===== src/rtl/sqr_pkg.sv =====
// Shared definitions for the square-root requester: FSM state encoding,
// default operand width and default WAIT timeout.
package sqr_pkg;

   localparam int SQR_WIDTH_DEF   = 8;
   localparam int SQR_TIMEOUT_DEF = 64;

   typedef enum logic [2:0] {
      ST_IDLE  = 3'd0,
      ST_START = 3'd1,
      ST_WAIT  = 3'd2,
      ST_OUT   = 3'd3,
      ST_ERR   = 3'd4
   } sqr_state_t;

   // Counter width able to hold the values 0 .. timeout-1.
   function automatic int timer_bits(input int timeout);
      if (timeout <= 2) begin
         return 1;
      end else begin
         return $clog2(timeout);
      end
   endfunction

endpackage


===== src/rtl/sqr_timer.sv =====
// WAIT-cycle counter. Cleared by clr, advanced by en, and saturating at
// TIMEOUT-1, where expired is raised.
module sqr_timer
   import sqr_pkg::*;
#(
   parameter int TIMEOUT = SQR_TIMEOUT_DEF
) (
   input  logic clk,
   input  logic rst_n,
   input  logic clr,
   input  logic en,
   output logic expired
);

   localparam int CW = timer_bits(TIMEOUT);
   localparam logic [CW-1:0] LAST = CW'(TIMEOUT - 1);

   logic [CW-1:0] count_r;

   // Count WAIT cycles; the count holds once it has reached the last value.
   always_ff @(posedge clk or negedge rst_n) begin
      if (!rst_n) begin
         count_r <= '0;
      end else if (clr) begin
         count_r <= '0;
      end else if (en && (count_r != LAST)) begin
         count_r <= count_r + CW'(1);
      end else begin
         count_r <= count_r;
      end
   end

   assign expired = (count_r == LAST);

endmodule


===== src/rtl/sqr_requester.sv =====
// Requester in front of a square-root control unit. It accepts one operand,
// pulses start, waits for core_done under a timeout, and then holds the result
// until the downstream side takes it. Only one job is in flight at a time.
module sqr_requester
   import sqr_pkg::*;
#(
   parameter int WIDTH   = SQR_WIDTH_DEF,
   parameter int TIMEOUT = SQR_TIMEOUT_DEF
) (
   input  logic             clk,
   input  logic             clear,
   input  logic             in_valid,
   output logic             in_ready,
   input  logic [WIDTH-1:0] in_data,
   output logic             start,
   output logic [WIDTH-1:0] op_data,
   input  logic             core_done,
   input  logic [WIDTH-1:0] core_result,
   output logic             out_valid,
   input  logic             out_ready,
   output logic [WIDTH-1:0] out_data,
   output logic             err,
   input  logic             err_clr,
   output logic [15:0]      job_count
);

   sqr_state_t       state_r;
   logic             start_r;
   logic             out_valid_r;
   logic             err_r;
   logic [WIDTH-1:0] op_data_r;
   logic [WIDTH-1:0] out_data_r;
   logic [15:0]      job_count_r;

   logic             timer_clr_s;
   logic             timer_en_s;
   logic             timer_expired_s;

   // Timer control: cleared while issuing start, advanced on every WAIT cycle
   // without a completion.
   always_comb begin
      timer_clr_s = 1'b0;
      timer_en_s  = 1'b0;
      if (state_r == ST_START) begin
         timer_clr_s = 1'b1;
      end else if ((state_r == ST_WAIT) && !core_done) begin
         timer_en_s = 1'b1;
      end else begin
         timer_clr_s = 1'b0;
         timer_en_s  = 1'b0;
      end
   end

   sqr_timer #(
      .TIMEOUT (TIMEOUT)
   ) u_timer (
      .clk     (clk),
      .rst_n   (clear),
      .clr     (timer_clr_s),
      .en      (timer_en_s),
      .expired (timer_expired_s)
   );

   // Job FSM together with its registered outputs and data captures.
   always_ff @(posedge clk or negedge clear) begin
      if (!clear) begin
         state_r     <= ST_IDLE;
         start_r     <= 1'b0;
         out_valid_r <= 1'b0;
         err_r       <= 1'b0;
         op_data_r   <= '0;
         out_data_r  <= '0;
         job_count_r <= 16'd0;
      end else begin
         start_r <= 1'b0;
         case (state_r)
            ST_IDLE: begin
               if (in_valid) begin
                  op_data_r <= in_data;
                  start_r   <= 1'b1;
                  state_r   <= ST_START;
               end else begin
                  state_r <= ST_IDLE;
               end
            end
            ST_START: begin
               // A core_done seen here belongs to no job of ours and is dropped.
               state_r <= ST_WAIT;
            end
            ST_WAIT: begin
               // Completion wins over a timeout reached in the same cycle.
               if (core_done) begin
                  out_data_r  <= core_result;
                  out_valid_r <= 1'b1;
                  state_r     <= ST_OUT;
               end else if (timer_expired_s) begin
                  err_r   <= 1'b1;
                  state_r <= ST_ERR;
               end else begin
                  state_r <= ST_WAIT;
               end
            end
            ST_OUT: begin
               if (out_ready) begin
                  out_valid_r <= 1'b0;
                  job_count_r <= job_count_r + 16'd1;
                  state_r     <= ST_IDLE;
               end else begin
                  state_r <= ST_OUT;
               end
            end
            ST_ERR: begin
               if (err_clr) begin
                  err_r   <= 1'b0;
                  state_r <= ST_IDLE;
               end else begin
                  state_r <= ST_ERR;
               end
            end
            default: begin
               out_valid_r <= 1'b0;
               err_r       <= 1'b0;
               state_r     <= ST_IDLE;
            end
         endcase
      end
   end

   assign in_ready  = (state_r == ST_IDLE);
   assign start     = start_r;
   assign op_data   = op_data_r;
   assign out_valid = out_valid_r;
   assign out_data  = out_data_r;
   assign err       = err_r;
   assign job_count = job_count_r;

endmodule


===== config.mk =====
export PLATFORM = sky130hd
export DESIGN_NAME = sqr_requester
export DESIGN_NICKNAME = d
export VERILOG_FILES = /design/src/rtl/sqr_pkg.sv /design/src/rtl/sqr_timer.sv /design/src/rtl/sqr_requester.sv
export SDC_FILE = /design/constraint.sdc
export NUM_CORES = 1
export LEC_CHECK = 0
export BUFFER_PORTS_ARGS = -buffer_cell sky130_fd_sc_hd__buf_2
export CORE_MARGIN = 5
export CORE_UTILIZATION = 45
export CTS_BUF_LIST = sky130_fd_sc_hd__clkbuf_16
export DETAILED_ROUTE_END_ITERATION = 8
export GPL_ROUTABILITY_DRIVEN = 1
export PLACE_DENSITY_LB_ADDON = 0.12
export SKIP_CTS_REPAIR_TIMING = 1
export SYNTH_ARGS = -nofsm -noshare
export SYNTH_HDL_FRONTEND = slang
export SYNTH_HIERARCHICAL = 1
export SYNTH_SLANG_ARGS = --single-unit

===== constraint.sdc =====
create_clock -name clk -period 2.3 [get_ports clk]
set_clock_uncertainty 0.2 [all_clocks]
set_input_delay 0.46 -clock clk [delete_from_list [all_inputs] [get_ports clk]]
set_output_delay 0.46 -clock clk [all_outputs]
set_load 0.03 [all_outputs]

==> flow_summary.json, run 1 <==
{
  "cp.required_ps": 2300,
  "syn_area_per_cell_sq_um": 11.7,
  "ys_warn_count": 6,
  "layout_common_cells": "57 x buf_2, 44 x dfrtp_1, 16 x mux2_2, 13 x nand2_1, 10 x xnor2_1",
  "drive_above_1_share": 0.379,
  "gp_congestion": 0.826,
  "antenna_found_initial": 0,
  "synth_cell_type_count": 38,
  "worst_slack_ps": 344,
  "ioPinCount": 58,
  "fill_cells": 382,
  "grt_util_met2": 0.252,
  "slew_headroom": 0.572,
  "cts_buffers": 5,
  "firstDrtPassIters": 4,
  "via_per_inst": 5.22,
  "grt.busiest_layer": "met2",
  "die_x_um": 76.8,
  "drc": 0,
  "finalInstanceArea_sq_um": 2500,
  "holdCritPathClass": "in2async",
  "portBuffers": 57,
  "yosys.area_share.simple": 0.194,
  "ys_seq_area_frac": 0.548,
  "layout_commonest_cell": "buf_2",
  "ir_worst_vdd_uv": 701,
  "die_h_um": 76.8,
  "setup_violations": 0,
  "wl_per_cell_um": 14.5,
  "synthArstFlopShare": 1.00,
  "slowest_delay_ps": 540,
  "synth.area.mux_share": 0.0897,
  "final_max_slew_viol_count": 0,
  "grt_use_met3": 0.0515,
  "area_delta_synth_final_pct": 24.4,
  "drt-initial-drc-count": 109,
  "grt_pass1_wl_um": 7250,
  "final_util": 0.574,
  "met1_usage": 0.171,
  "synth-compound-area-share": 0.0623,
  "core_region_area_sq_um": 4350,
  "rows": 24,
  "outcome": "complete, no violations",
  "crit_path_start_kind": "flip-flop",
  "dp_hpwl_um": 3160,
  "worstMarginPinSlew_ps": 642,
  "clk_pin_slew_ps": 60,
  "max_freq_mhz": 511,
  "p_leak_nw": 1.21,
  "initial_core_util": 0.461,
  "clkSinkCount": 44,
  "synth-xor-area-share": 0.0654,
  "ys.flop_type": "dfrtp_1",
  "postPlaceCellArea_sq_um": 2360,
  "place_ws_ps": 358,
  "syn_nets": 195,
  "powerDensity_nw_per_um2": 1280,
  "end_kind": "flip-flop",
  "ant_nets": 0,
  "period_needed_ps": 1960,
  "routed_wl_um": 4160,
  "layout.nets": 258,
  "rsz0062_at_grt": "false",
  "clock_latency_ps": 280,
  "synth_adder_area_share": 0.0125,
  "synth-edff-count": 0,
  "grt-ovfl-total": 0,
  "num_vias": 1498,
  "hold_violations": 0,
  "period_share": 0.850,
  "cap_violations": 0,
  "grt_usage": 0.150,
  "diodes": 0,
  "worstPathArrival_ps": 1960,
  "setup-tns-final_ps": 0,
  "cts_buffer_depth": 2,
  "grt_max_degree": 30,
  "tritoncts": "built",
  "die_area_sq_um": 5900,
  "cts_root_buf": "clkbuf_16",
  "crit_fanout": 13,
  "crit_type": "reg2reg",
  "synthCells": 171,
  "critPathSlowestCell": "dfrtp_1",
  "critical_path.cell_chain": "and4b_1 -> nand3_2 -> nor3_1 -> xor2_1",
  "synth_top_family_by_area": "simple AND/OR/NAND/NOR gates",
  "ys_ff_latch": 44,
  "grt_pass1_vias": 1587,
  "syn-cell-area_sq_um": 2010,
  "cts-htree-levels": 2
}
==> cell families after synthesis <==
| kind of cell | count (synthesis) |
|---|---|
| multiplexers | 16 |
| flip-flops | 44 |
| AO/OA/AOI/OAI | 19 |
| AND/OR/NAND/NOR | 64 |
| XOR/XNOR | 15 |
| buffers and inverters | 11 |
| adder cells (fa/ha/maj) | 2 |
==> synth_stat cells, types with 3 or more instances <==
| library cell | number | share of area |
|---|---|---|
| nor2_1 | 9 | 0.017 |
| mux2_2 | 16 | 0.090 |
| inv_1 | 5 | 0.0093 |
| a21oi_1 | 6 | 0.015 |
| dfrtp_1 | 44 | 0.55 |
| xnor2_1 | 10 | 0.044 |
| nor3_1 | 7 | 0.017 |
| xor2_1 | 5 | 0.022 |
| nand3_1 | 5 | 0.012 |
| nand2_1 | 13 | 0.024 |
| and3_1 | 5 | 0.016 |
| o211ai_1 | 3 | 0.011 |
| nor3b_1 | 3 | 0.011 |
| nand4_1 | 7 | 0.022 |
| buf_2 | 3 | 0.0075 |
==> critical path: cells and delay by family (launching register included) <==
kind / cells / cell delay, ps
xor gates and xnor gates: 1 / 160
DFF: 1 / 540
and+or+nand+nor: 3 / 980
==> layout make-up <==
type,count,area (sq um),area share
Sequential cell,44,1100,0.441
Tap cell,52,65.1,0.0260
Inverter,5,18.8,0.00751
Multi-Input combinational cell,116,851,0.341
Timing Repair Buffer,62,323,0.129
Clock buffer,5,125,0.0501
Clock inverter,3,15.0,0.00601
==> power by group <==
part / internal [mW] / switching [mW]
Clock: 0.394 / 0.274
Combinational: 0.478 / 0.805
Sequential: 1.02 / 0.222
==> layer usage <==
metal,share of wire,wire (um)
met1,0.42,1740
met5,0,0
met3,0.073,303
met4,0.011,45
met2,0.50,2070
==> through the flow <==
stage	power (mW)	std cells	hold WS (ps)
CTS	3.24	287	20.7
global placement	2.50	279	254
finish	3.19	287	4.09
floorplan	2.15	171	-35.6
global route	3.40	287	58.8
detailed placement	2.55	279	265
==> path summary, 6_finish.rpt <==
check / slack [ps] / end / cells after the start / from
worst min register to register: 260 / job_count[15] / 1 / job_count[15]
worst max register to register: 340 / job_count[14] / 4 / state_r[2]
worst min-delay path: 4 / out_data[1] / 1 / clear
max in group asynchronous: 1310 / out_valid / 2 / clear
min in group clk: 210 / out_data[4] / 2 / core_result[4]
worst max-delay path: 340 / job_count[14] / 4 / state_r[2]
==> flip-flops by register name, summed over array words and instances (netlist names) <==
register         count
op_data              8
out_valid            1
u_timer/count_r      6
err                  1
out_data             8
start                1
job_count           16
state_r              3
(Power assumes the default switching activity.)
==> run 2, diff against run 1 <==
CORE_UTILIZATION = 40   (was 45)
==> run 2 against run 1 <==
  * Cell area grew 1.4%
  * Flip-flop and latch count unchanged
  * Worst hold slack gained 210 ps
  * Clock power hardly changed
  * First-iteration DRC count fell by 49%
  * Wire length shrank 5.3%
  * Critical path depth unchanged
  * Register-to-register slack hardly changed
  * Fmax is 0.36% lower
==> flow_summary.json, run 2 (synthesis results as in run 1) <==
{
  "grt.busiest_layer": "met2",
  "die_area_sq_um": 6540,
  "period_share": 0.853,
  "firstDrtPassIters": 2,
  "drc": 0,
  "drt-initial-drc-count": 56,
  "grt_max_degree": 28,
  "place_ws_ps": 354,
  "routed_wl_um": 3940,
  "initial_core_util": 0.420,
  "whs_ps": 211,
  "wl_per_cell_um": 13.0,
  "crit_path_start_kind": "flip-flop",
  "layout_common_cells": "57 x buf_2, 44 x dfrtp_1, 16 x mux2_2, 13 x nand2_1, 10 x xnor2_1",
  "dp_hpwl_um": 2940,
  "tritoncts": "built",
  "largest_register_ff_count": 16,
  "core_region_area_sq_um": 4790,
  "end_kind": "flip-flop",
  "num_vias": 1462,
  "worstMarginPinSlew_ps": 578,
  "worstPathArrival_ps": 1960,
  "grt_pass1_vias": 1485,
  "place_inst": 293,
  "final_cell_count_no_fill": 302,
  "hold_violations": 0,
  "layout.nets": 258,
  "setup-tns-final_ps": 0,
  "ioPinCount": 58,
  "finalInstanceArea_sq_um": 2530,
  "met1_usage": 0.180,
  "slew_headroom": 0.613,
  "postPlaceCellArea_sq_um": 2380,
  "rsz0062_at_grt": "false",
  "cts_root_buf": "clkbuf_16",
  "cts_buffer_depth": 2,
  "crit_type": "reg2reg",
  "clock_latency_ps": 280,
  "max_freq_mhz": 509,
  "rows": 25,
  "holdCritPathClass": "in2reg",
  "crit_fanout": 13,
  "grt-ovfl-total": 0,
  "worst_slack_ps": 337,
  "grt_pass1_wl_um": 6770,
  "period_needed_ps": 1960,
  "outcome": "complete, no violations",
  "setup_violations": 0,
  "via_per_inst": 4.84,
  "gp_congestion": 0.783,
  "p_leak_nw": 1.22,
  "layout_commonest_cell": "buf_2",
  "clk_pin_slew_ps": 60,
  "die_x_um": 80.9,
  "area_delta_synth_final_pct": 26.1,
  "grt_use_met3": 0.0366,
  "antenna_found_initial": 0,
  "cp.required_ps": 2300,
  "final_max_slew_viol_count": 0,
  "powerDensity_nw_per_um2": 1250,
  "die_h_um": 80.9,
  "clkSinkCount": 44,
  "ant_nets": 0,
  "fill_cells": 436,
  "cts_buffers": 5,
  "cap_violations": 0,
  "portBuffers": 57,
  "cts-htree-levels": 2,
  "grt_util_met2": 0.199,
  "grt_usage": 0.132,
  "drive_above_1_share": 0.374,
  "diodes": 0,
  "ir_worst_vdd_uv": 755
}
-- run 2: cell count changes in the layout (fill, tap and decap cells not counted), sizes merged --
cell,delta
buf,-1
dlygate4sd3,+1
-- run 2: worst paths after layout --
| kind | startpoint | end | slack (ps) | depth (start not counted) |
|---|---|---|---|---|
| worst max register to register | state_r[2] | job_count[13] | 340 | 4 |
| worst min-delay path | in_data[0] | op_data[0] | 210 | 2 |
| worst min register to register | job_count[15] | job_count[15] | 270 | 1 |
| max in group asynchronous | clear | state_r[0] | 970 | 3 |
| min in group asynchronous | clear | u_timer/count_r[1] | 460 | 2 |
| worst max-delay path | state_r[2] | job_count[13] | 340 | 4 |
-- run 2: area by class of cell --
cell class	count	area [sq um]	area share
Timing Repair Buffer	62	338	0.133
Sequential cell	44	1100	0.435
Multi-Input combinational cell	116	851	0.336
Inverter	5	18.8	0.00741
Tap cell	67	83.8	0.0331
Clock buffer	5	125	0.0494
Clock inverter	3	15.0	0.00593
-- run 2: metal layers --
layer,vias up,routed length [um]
met1,685,1880
met2,36,1780
met4,0,51
met3,5,226
li1,736,-
met5,-,0
-- run 2: power by group --
part | total (mW) | internal [mW] | switching, mW | leakage [nW]
sequential | 1.24 | 1.02 | 0.214 | 0.556
clock | 0.666 | 0.394 | 0.272 | 0.0687
combinational | 1.27 | 0.479 | 0.789 | 0.592
-- run 2: worst max-delay path, stage by stage (launching register included) --
cell	delay (ps)
dfrtp_1	530
and4b_1	540
nand4_1	220
nor3_1	220
xor2_1	170
-- run 2: stage by stage --
step	power (mW)	utilization
5_1_grt	3.39	0.529
6_report	3.17	0.529
3_3_place_gp	2.53	0.498
4_1_cts	3.21	0.527
3_5_place_dp	2.54	0.498
2_1_floorplan	2.15	-
